## src/rtl/calc_disp_pkg.sv

```systemverilog
`default_nettype none
// ============================================================================
//  Module      : calc_disp_pkg
//  Description : Shared display codes and conversion FSM state encoding for
//                the calculator display path (binary-to-BCD converter and
//                the four-digit display multiplexer).
//                  BLANK_CODE   - digit position shows nothing
//                  ERR_CODE     - digit position shows the error glyph
//                  MAX_DISP_VAL - largest value a four-digit display shows
//                  conv_state_t - IDLE / SHIFT / DONE converter states
//  Revision    : 1.0 - initial release
// ============================================================================
package calc_disp_pkg;

    localparam logic [7:0]  BLANK_CODE   = 8'h0F;
    localparam logic [7:0]  ERR_CODE     = 8'h0E;
    localparam int unsigned MAX_DISP_VAL = 9999;

    typedef enum logic [1:0] {
        IDLE  = 2'd0,
        SHIFT = 2'd1,
        DONE  = 2'd2
    } conv_state_t;

endpackage : calc_disp_pkg
`default_nettype wire

```

## src/rtl/bcd_add3.sv

```systemverilog
`default_nettype none
// ============================================================================
//  Module      : bcd_add3
//  Description : Double-dabble correction cell. Adds 3 to a BCD nibble when
//                it is 5 or more, so that the following left shift carries
//                correctly into the next decimal digit.
//  Ports       : i_nib  [3:0]  nibble before correction
//                o_nib  [3:0]  corrected nibble
//  Revision    : 1.0 - initial release
// ============================================================================
module bcd_add3 (
    input  logic [3:0] i_nib,
    output logic [3:0] o_nib
);

    always_comb begin
        o_nib = i_nib;
        if (i_nib >= 4'd5) begin
            o_nib = i_nib + 4'd3;
        end
    end

endmodule : bcd_add3
`default_nettype wire

```

## src/rtl/bcd_digit_gen.sv

```systemverilog
`default_nettype none
// ============================================================================
//  Module      : bcd_digit_gen
//  Description : Sequential binary-to-BCD converter (shift-and-add-3). Turns
//                an unsigned IN_W-bit value into four registered display
//                digit codes. Digits change only on the edge that finishes a
//                conversion, so downstream logic never sees a partial value.
//                Values above 9999 show ERR_CODE on all four digits with
//                overflow=1.
//  Ports       : clk_in            system clock, rising edge
//                rst               synchronous active-high reset
//                start             conversion request, honoured in IDLE only
//                bin_in [IN_W-1:0] value to convert, sampled with start
//                busy              high while SHIFT or DONE
//                done              one-cycle pulse, new digits valid
//                overflow          converted value exceeded 9999
//                digit1..digit4    ones..thousands as {4'h0,BCD} or a code
//  Config      : `define LEADING_ZERO_BLANK_EN to show leading zero digits
//                as BLANK_CODE (digit1 is never blanked).
//  Revision    : 1.0 - initial release
// ============================================================================
module bcd_digit_gen
    import calc_disp_pkg::*;
#(
    parameter int IN_W = 14
) (
    input  logic            clk_in,
    input  logic            rst,
    input  logic            start,
    input  logic [IN_W-1:0] bin_in,
    output logic            busy,
    output logic            done,
    output logic            overflow,
    output logic [7:0]      digit1,
    output logic [7:0]      digit2,
    output logic [7:0]      digit3,
    output logic [7:0]      digit4
);

    localparam int CNT_W = $clog2(IN_W + 1);

`ifdef LEADING_ZERO_BLANK_EN
    localparam logic [7:0] c_rst_upper = BLANK_CODE;
`else
    localparam logic [7:0] c_rst_upper = 8'h00;
`endif

    conv_state_t       r_state;
    conv_state_t       w_state_next;
    logic              w_load;
    logic              w_last;

    logic [IN_W-1:0]   r_shift;
    logic [15:0]       r_acc;
    logic [CNT_W-1:0]  r_cnt;
    logic              r_ovf_pend;

    logic [15:0]       w_acc_adj;
    logic [IN_W+15:0]  w_cat;
    logic [15:0]       w_acc_next;
    logic [IN_W-1:0]   w_shift_next;
    logic              w_in_ovf;

    logic [7:0]        w_dig1;
    logic [7:0]        w_dig2;
    logic [7:0]        w_dig3;
    logic [7:0]        w_dig4;

    logic [7:0]        r_digit1;
    logic [7:0]        r_digit2;
    logic [7:0]        r_digit3;
    logic [7:0]        r_digit4;
    logic              r_overflow;

    // ------------------------------------------------------------------
    // Add-3 correction on all four accumulator nibbles in parallel
    // ------------------------------------------------------------------
    for (genvar g = 0; g < 4; g++) begin : g_add3
        bcd_add3 u_add3 (
            .i_nib (r_acc[4*g +: 4]),
            .o_nib (w_acc_adj[4*g +: 4])
        );
    end

    // The whole {accumulator, shift register} moves left by one; the bit
    // leaving nibble 3 falls off the top and only matters for values above
    // 9999, which overflow already reports.
    assign w_cat        = {w_acc_adj, r_shift} << 1;
    assign w_acc_next   = w_cat[IN_W+15:IN_W];
    assign w_shift_next = w_cat[IN_W-1:0];

    assign w_in_ovf = (32'(bin_in) > MAX_DISP_VAL);

    // ------------------------------------------------------------------
    // Digit codes formed from the final shifted accumulator
    // ------------------------------------------------------------------
    always_comb begin
        w_dig1 = {4'h0, w_acc_next[3:0]};
        w_dig2 = {4'h0, w_acc_next[7:4]};
        w_dig3 = {4'h0, w_acc_next[11:8]};
        w_dig4 = {4'h0, w_acc_next[15:12]};
`ifdef LEADING_ZERO_BLANK_EN
        // Blank from the top down until the first non-zero digit.
        if (w_acc_next[15:12] == 4'h0) begin
            w_dig4 = BLANK_CODE;
            if (w_acc_next[11:8] == 4'h0) begin
                w_dig3 = BLANK_CODE;
                if (w_acc_next[7:4] == 4'h0) begin
                    w_dig2 = BLANK_CODE;
                end
            end
        end
`endif
        if (r_ovf_pend) begin
            w_dig1 = ERR_CODE;
            w_dig2 = ERR_CODE;
            w_dig3 = ERR_CODE;
            w_dig4 = ERR_CODE;
        end
    end

    // ------------------------------------------------------------------
    // FSM: state register
    // ------------------------------------------------------------------
    always_ff @(posedge clk_in) begin
        if (rst) begin
            r_state <= IDLE;
        end else begin
            r_state <= w_state_next;
        end
    end

    // ------------------------------------------------------------------
    // FSM: next state and outputs
    // ------------------------------------------------------------------
    always_comb begin
        w_state_next = r_state;
        w_load       = 1'b0;
        w_last       = 1'b0;
        busy         = 1'b0;
        done         = 1'b0;
        case (r_state)
            IDLE: begin
                if (start) begin
                    w_load       = 1'b1;
                    w_state_next = SHIFT;
                end
            end
            SHIFT: begin
                busy = 1'b1;
                if (r_cnt == CNT_W'(1)) begin
                    w_last       = 1'b1;
                    w_state_next = DONE;
                end
            end
            DONE: begin
                busy         = 1'b1;
                done         = 1'b1;
                w_state_next = IDLE;
            end
            default: begin
                w_state_next = IDLE;
            end
        endcase
    end

    // ------------------------------------------------------------------
    // Datapath and output registers
    // ------------------------------------------------------------------
    always_ff @(posedge clk_in) begin
        if (rst) begin
            r_shift    <= '0;
            r_acc      <= '0;
            r_cnt      <= '0;
            r_ovf_pend <= 1'b0;
            r_overflow <= 1'b0;
            r_digit1   <= 8'h00;
            r_digit2   <= c_rst_upper;
            r_digit3   <= c_rst_upper;
            r_digit4   <= c_rst_upper;
        end else if (w_load) begin
            r_shift    <= bin_in;
            r_acc      <= '0;
            r_cnt      <= CNT_W'(IN_W);
            r_ovf_pend <= w_in_ovf;
        end else if (r_state == SHIFT) begin
            r_shift <= w_shift_next;
            r_acc   <= w_acc_next;
            r_cnt   <= r_cnt - CNT_W'(1);
            if (w_last) begin
                r_digit1   <= w_dig1;
                r_digit2   <= w_dig2;
                r_digit3   <= w_dig3;
                r_digit4   <= w_dig4;
                r_overflow <= r_ovf_pend;
            end
        end
    end

    assign overflow = r_overflow;
    assign digit1   = r_digit1;
    assign digit2   = r_digit2;
    assign digit3   = r_digit3;
    assign digit4   = r_digit4;

endmodule : bcd_digit_gen
`default_nettype wire

```

## config.mk

```make
export PLATFORM = sky130hd
export DESIGN_NAME = bcd_digit_gen
export DESIGN_NICKNAME = d
export VERILOG_FILES = /design/src/rtl/calc_disp_pkg.sv /design/src/rtl/bcd_add3.sv /design/src/rtl/bcd_digit_gen.sv
export SDC_FILE = /design/constraint.sdc
export NUM_CORES = 1
export LEC_CHECK = 0
export ABC_AREA = 1
export CAP_MARGIN = 20
export CORE_ASPECT_RATIO = 1.5
export CORE_UTILIZATION = 35
export DETAILED_ROUTE_END_ITERATION = 16
export GPL_TIMING_DRIVEN = 0
export HOLD_SLACK_MARGIN = 0.08
export PLACE_DENSITY = 0.61
export REMOVE_ABC_BUFFERS = 1
export SYNTH_ARGS = -nofsm -noshare
export SYNTH_HDL_FRONTEND = slang
export SYNTH_SLANG_ARGS = --single-unit
```

## constraint.sdc

```tcl
create_clock -name clk_in -period 1.8 [get_ports clk_in]
set_input_delay 0.18 -clock clk_in [delete_from_list [all_inputs] [get_ports clk_in]]
set_output_delay 0.18 -clock clk_in [all_outputs]
set_load 0.005 [all_outputs]
```

# Word level (Yosys, flattened, before mapping)
# Index checks and enable logic that the tools add are counted.
[totals] reg_bits=70 input_bits=17 elab_cells=54
[op_classes] add_sub_neg=5 order_cmp=5 n_eq_ne=5 mux=21 n_bitwise=1 n_reduce_logical=6
[ops] op="2-to-1 mux 4 bit" count=9
[ops] op="2-to-1 mux 14 bit" count=2
[ops] op="greater-or-equal comparator 4 x 3 -> 1 bit (second input constant)" count=4
[ops] op="greater-than comparator 14 bit (second input constant)" count=1
[ops] op="adder 4 x 2 -> 4 bit (second input constant)" count=3
[ops] op="2-to-1 mux 1 bit" count=6
[ops] op="equality test 4 x 1 -> 1 bit (second input constant)" count=1
[ops] op="2-to-1 mux 2 bit" count=2
[ops] op="!= test 2 bit (second input constant)" count=2
[ops] op="one-hot mux 2 bit (2 select lines)" count=1
[ops] op="OR reduction 2 bit" count=2
[ops] op="subtractor 4 x 1 -> 4 bit (second input constant)" count=1
[ops] op="adder 3 x 2 -> 3 bit (second input constant)" count=1
[ops] op="2-to-1 mux 3 bit" count=1
[ops] op="AND reduction 3 bit" count=1
[ops] op="equality test 2 x 1 -> 1 bit (second input constant)" count=1
[ops] op="equality test 2 bit (second input constant)" count=1
[ops] op="zero test 2 bit" count=1
[ops] op="AND reduction 2 bit" count=1
[ops] op="nonzero test 2 bit" count=1
[ops] op="NOT 1 bit" count=1

# Depth between registers and ports, before layout
# Gate-level depths: netlist of the first run.
[depth] ltp_word=4 depth_mapped=10 mapped_depth_nobuf=10

# Hierarchy
# A second synthesis of the first run with hierarchy kept.
[hier_totals] hier_cells=463 hier_area_um2=3113.0
[modules_own_cells] module="bcd_digit_gen" instances=1 cells_each=371 area_each_um2=2572.5
[modules_own_cells] module="bcd_add3" instances=4 cells_each=23 area_each_um2=135.1

# Least setup slack after synthesis of the first run
# No wires, ideal clock.
[synth_timing] kind="register to register" startpoint="reg r_state[0]" endpoint="reg r_digit2[0], in the netlist digit2[0]" setup_time_ns=0.066 arrival_ns=1.271 required_ns=1.734 setup_slack_ns=0.463 path_stages_with_launch=9 path_buffers=1 synth_period_minus_slack_ns=1.337 cell_sequence="dfxtp_1 > inv_1 > ha_1 > nand2_4 > nand4_4 > nor2_4 > buf_6 > nand2_2 > a21oi_2"
[synth_between] elab_chain_cells=4
[synth_lines] item="from (decl)" line="bcd_digit_gen.sv:48" text="conv_state_t r_state;"
[synth_lines] item="from (signal assigned)" line="bcd_digit_gen.sv:129" text="r_state <= w_state_next;"
[synth_lines] item="zero test 2 bit" line="bcd_digit_gen.sv:142" text="case (r_state)"
[synth_lines] item="2-to-1 mux 1 bit" line="bcd_digit_gen.sv:142"
[synth_lines] item="NOT 1 bit (no line)"
[synth_lines] item="AND reduction 3 bit (no line) (*)"
[synth_lines] item="to (signal assigned)" line="bcd_digit_gen.sv:178" text="r_digit2 <= c_rst_upper;"
[synth_lines] item="to (signal assigned)" line="bcd_digit_gen.sv:192" text="r_digit2 <= w_dig2;"
[synth_lines] item="to (decl)" line="bcd_digit_gen.sv:70" text="logic [7:0] r_digit2;"
# Every way passes the cells marked *; elsewhere a longest branch is shown, timed or not.
# A chain may end at the register's enable or synchronous reset.

# Worst setup path in the final report of the first run
[layout_timing] startpoint="reg r_state[0]" endpoint="out busy"
[layout_between] elab_chain_cells=3
[layout_lines] item="equality test 2 x 1 -> 1 bit or equality test 2 bit (tied branches)" line="bcd_digit_gen.sv:142"
[layout_lines] item="OR reduction 2 bit (no line) (*)"
[layout_lines] item="2-to-1 mux 1 bit (*)" line="bcd_digit_gen.sv:142"
[layout_lines] item="to (decl)" line="bcd_digit_gen.sv:31" text="output logic busy,"
# Marked as above.

==> results.toml, run 1 <==
[status]
status = "complete, no violations"

[placed_design]
dp_hpwl_um = 4100
placed_cell_area_um2 = 3170
pre_cts_slack_ns = -0.722
portBuffers = 35
gp_congestion = 0.755

[cells_and_area]
syn_to_final_growth_pct = 19.6
mostFrequentLayoutCells = "nand2_1 (105), inv_1 (61), dfxtp_1 (54)"
nNetsFinal = 476
register_area_um2 = 1080
fill_cells = 819
layout_commonest_cell = "nand2_1"
drive_gt1_frac = 0.0762
multi_input_area_um2 = 1380
antenna-diode-count = 0
design_area_um2 = 3420

[logic_synthesis]
synth_top_cell_by_area = "dfxtp_1"
synth_edf_count = 0
synthesis.area_um2 = 2860
ys_seq_area_frac = 0.378
synth.top_cell.area_share = 0.378
synth_cells = 410
synth_area_per_cell_um2 = 6.97
ys_async_sr_fraction = 0
synth_warnings = 0
synth_cell_types = 24
synth_area_leaders = "dfxtp_1 (38%), nand2_1 (14%), inv_1 (8.3%)"
ys_ff_latch = 54
synth_ff_type = "dfxtp_1"

[worst_setup_path]
arrival_ns = 1.55
critPathMaxFanout = 3
critPathCaptureType = "output pin"
critical_path_required_ns = 1.62
critPathKind = "reg -> out"
start_kind = "flop"

[sta]
relSlewSlack = 0.640
rsz0062_at_grt = "false"
finalCritPeriodShare = 0.961
whs_ns = 0.461
hold_violations = 0
drv_slew = 0
finClkSkew_ns = 0.00267
maxClockFrequency_ghz = 0.578
tightest_slew_ns = 0.539
fin_crit_ns = 1.73
setup_ws_ns = 0.0699
setup_viol = 0

[power_and_ir_drop]
internal-power_w = 0.00267
p_per_area_nw_per_um2 = 1290
finalPower_w = 0.00439
seq_power_share = 0.362
p_switching_w = 0.00173
ir_drop_mv = 0.451
swShare = 0.393
clock_power_share = 0.222
leakagePower_nw = 1.62
combPwrFrac = 0.416

[run]
drv_cap = 0

[global_route]
antenna_found_initial = 0
grt_max_degree = 21
grt_pass1_wl_um = 10200
grt_usage = 0.155
gr-total-overflow = 0
grt_pass1_vias = 2355

[cts]
numCtsBuffers = 5
cts.clk_slew.worst_paths_ns = 0.07
cts.sinks = 54
hold_buffers = 0
htreeDepth = 2
cts_tree = "done"
clk_path_buf_depth = 2
root_buffer = "clkbuf_16"
clock_latency_ns = 0.29

[floorplan]
initial_core_util = 0.359
rows = 40
die_height_um = 113
die_area_um2 = 8540
coreArea_um2 = 7960
ios = 52
die_w_um = 75.8

[drt]
via_per_inst = 4.51
antenna_left = 0
drc_errors = 0
wl_um = 6190
initialDrtViolationCount = 80
wl_per_cell_um = 11.2
num_vias = 2486
firstDrtPassIters = 4

[hold_path]
hp-class = "reg -> reg"
stage by stage:
stage | util | cells | TNS, ns
floorplan | - | 395 | -0.124
global placement | 0.398 | 535 | -21.11
detailed placement | 0.398 | 535 | -19.87
CTS | 0.424 | 548 | 0
global route | 0.429 | 551 | 0
finish | 0.429 | 551 | 0
power groups by stage:
stage	Combinational (W)	Sequential, W	Clock [W]
after floorplan	0.00123	0.00158	0
after global placement	0.00164	0.00160	0
after detailed placement	0.00165	0.00161	0
after CTS	0.00173	0.00159	0.00101
after global routing	0.00211	0.00162	0.00105
final	0.00183	0.00159	0.000973
final cells by class:
type                    count  area share
multi-input cells         276       0.405
flip-flops and latches     54       0.316
repair buffers             41       0.119
inverters                  65      0.0736
clock buffers               7      0.0417
well taps                 105      0.0384
repair inverters            2     0.00439
clock inverters             1     0.00146
cells in the mapped netlist (3+ instances only):
cell type / count
nand2_1: 105
inv_1: 63
ha_1: 14
buf_6: 5
buf_2: 7
nor2_1: 30
nand3_1: 20
o21ai_0: 39
buf_4: 18
nand2_2: 3
a21oi_1: 35
dfxtp_1: 54
path summary, 6_finish.rpt:
kind         slack (ns)    endpoint        from  cells past startpoint
min                0.46  r_shift[0]  r_shift[0]                      2
max                0.07        busy  r_state[0]                      3
min reg2reg        0.46  r_shift[0]  r_shift[0]                      2
max reg2reg        0.16   digit4[0]  r_state[0]                      8
per-layer routing:
metal,global-route usage,vias up,routed length [um]
li1,-,1302,-
met1,0.173,1122,2690
met2,0.280,55,3140
met3,0.0296,7,276
met4,0.0519,0,91
met5,0,-,0
critical path, cell delays in order, from the launching register on:
cell             delay [ns]
dfxtp_1                0.40
inv_1                  0.10
ha_1                   0.28
clkdlybuf4s50_1        0.49
sequential cells by signal, summed over array words and instances (netlist names):
register,flops
digit2,4
r_cnt,4
digit4,4
r_shift,14
digit3,4
digit1,4
r_acc,16
overflow,1
r_ovf_pend,1
r_state,2
logic make-up (layout without fill, tap and decap cells):
logic type | after synthesis | count (layout) | share of synthesized area
compound gates | 78 | 78 | 0.141
xor+xnor | 1 | 1 | 0.00307
buf+inv | 95 | 116 | 0.165
simple gates | 167 | 167 | 0.251
other cells | 1 | 16 | 0.00131
flops | 54 | 54 | 0.378
fa+ha+maj | 14 | 14 | 0.0613
timing repair:
action / in CTS / in global routing
setup endpoints to repair: 50 / 41
gates resized for setup: 5 / 3
setup buffers: 3 / 3
cloned: 2 / 0
pin swaps: 1 / 0
(Power assumes the default switching activity.)
==> run 2: changes to the inputs <==
--- a/config.mk
+++ b/config.mk
@@ -12,8 +12,10 @@
 export DETAILED_ROUTE_END_ITERATION = 16
 export GPL_TIMING_DRIVEN = 0
 export HOLD_SLACK_MARGIN = 0.08
-export PLACE_DENSITY = 0.61
+export PLACE_DENSITY = 0.6
+export RECOVER_POWER = 25
 export REMOVE_ABC_BUFFERS = 1
 export SYNTH_ARGS = -nofsm -noshare
 export SYNTH_HDL_FRONTEND = slang
+export SYNTH_HIERARCHICAL = 1
 export SYNTH_SLANG_ARGS = --single-unit
==> results.toml, run 2 <==
[status]
status = "complete, no violations"

[sta]
setup_viol = 0
hold_violations = 0
whs_ns = 0.442
tightest_slew_ns = 0.517
fin_crit_ns = 1.69
rsz0062_at_grt = "false"
finalCritPeriodShare = 0.937
drv_slew = 0
relSlewSlack = 0.654
maxClockFrequency_ghz = 0.593
setup_tns_ns = 0
finClkSkew_ns = 0.00775

[cts]
numCtsBuffers = 5
htreeDepth = 2
cts_tree = "done"
clock_latency_ns = 0.29
cts.clk_slew.worst_paths_ns = 0.07
cts.sinks = 54
root_buffer = "clkbuf_16"
hold_buffers = 0
clk_path_buf_depth = 2

[placed_design]
portBuffers = 35
dp_hpwl_um = 4450
place_inst = 587
gp_congestion = 0.842
placed_cell_area_um2 = 3410

[floorplan]
die_w_um = 78.7
initial_core_util = 0.365
die_area_um2 = 9210
coreArea_um2 = 8460
ios = 52
rows = 41
die_height_um = 117

[cells_and_area]
layout_commonest_cell = "nand2_1"
top_regs = "r_acc (16), r_shift (14)"
antenna-diode-count = 0
fin_cells = 595
mostFrequentLayoutCells = "nand2_1 (156), nor2_1 (57), dfxtp_1 (52)"
largest_register_ffs = 16
design_area_um2 = 3580
nNetsFinal = 518
drive_gt1_frac = 0.111
regMostFlops = "r_acc"
syn_to_final_growth_pct = 16.1

[worst_setup_path]
critical_path_required_ns = 1.62
start_kind = "flop"
critPathMaxFanout = 4
arrival_ns = 1.51
critPathCaptureType = "output pin"
critPathKind = "reg -> out"

[hold_path]
hp-class = "in -> reg"

[drt]
initialDrtViolationCount = 128
wl_um = 6160
antenna_left = 0
num_vias = 2674
wl_per_cell_um = 10.4
via_per_inst = 4.49
drc_errors = 0
firstDrtPassIters = 4

[global_route]
gr-total-overflow = 0
grt_pass1_wl_um = 10700
antenna_found_initial = 0
grt_max_degree = 34
grt_usage = 0.148
grt_pass1_vias = 2466

[power_and_ir_drop]
p_per_area_nw_per_um2 = 793
leakagePower_nw = 1.69
ir_drop_mv = 0.408

[logic_synthesis]
synth_warnings = 6
synth_area_per_cell_um2 = 6.74
synthesis.area_um2 = 3090
synth_cells = 458

[run]
drv_cap = 0
## run 2: timing repair
action / in CTS / in global routing
setup buffers: 0 / 0
endpoints found under the setup margin: 53 / 15
endpoints found under the hold margin: 0 / 0
resized for setup: 4 / 4
## run 2: metal layers
metal  track usage  vias up  wire [um]
li1              -     1412          -
met5             0        -          0
met4        0.0630        0        116
met3        0.0233        7        175
met1         0.165     1208       2760
met2         0.275       47       3110
## run 2: worst paths after layout
path                endpoint  cells after the start  slack (ns)       start
setup / recovery        busy                      3        0.11  r_state[0]
hold / removal    r_shift[0]                      3        0.44   bin_in[0]
setup reg to reg   digit2[2]                      9        0.15    r_acc[4]
hold reg to reg   r_shift[0]                      2        0.46  r_shift[0]
## run 2: layout make-up
class / instances / area [um2]
Tap cell: 107 / 134
Clock buffer: 7 / 143
Fill cell: 915 / 4880
Inverter: 57 / 219
Clock inverter: 1 / 5.00
Sequential cell: 54 / 1080
Multi-Input combinational cell: 334 / 1650
Timing Repair Buffer: 35 / 350
## run 2: report_power, final
| group | total [W] | leakage (nW) | switching (W) | internal, W |
|---|---|---|---|---|
| logic | 0.000557 | 1.18 | 0.000360 | 0.000197 |
| clock network | 0.000970 | 0.0739 | 0.000418 | 0.000552 |
| registers | 0.00132 | 0.439 | 0.0000511 | 0.00126 |
## run 2: through the flow
stage,setup slack (ns),utilization,power (W)
after global routing,0.0187,0.424,0.00301
after detailed placement,-0.583,0.403,0.00189
final,0.113,0.424,0.00284
after floorplan,0.0457,-,0.00171
after CTS,0.0415,0.423,0.00289
after global placement,-0.542,0.403,0.00188
## run 2: critical path, stage by stage (launching register included)
cell             delay (ns)
dfxtp_2                0.36
inv_1                  0.09
ha_1                   0.28
clkdlybuf4s50_1        0.49
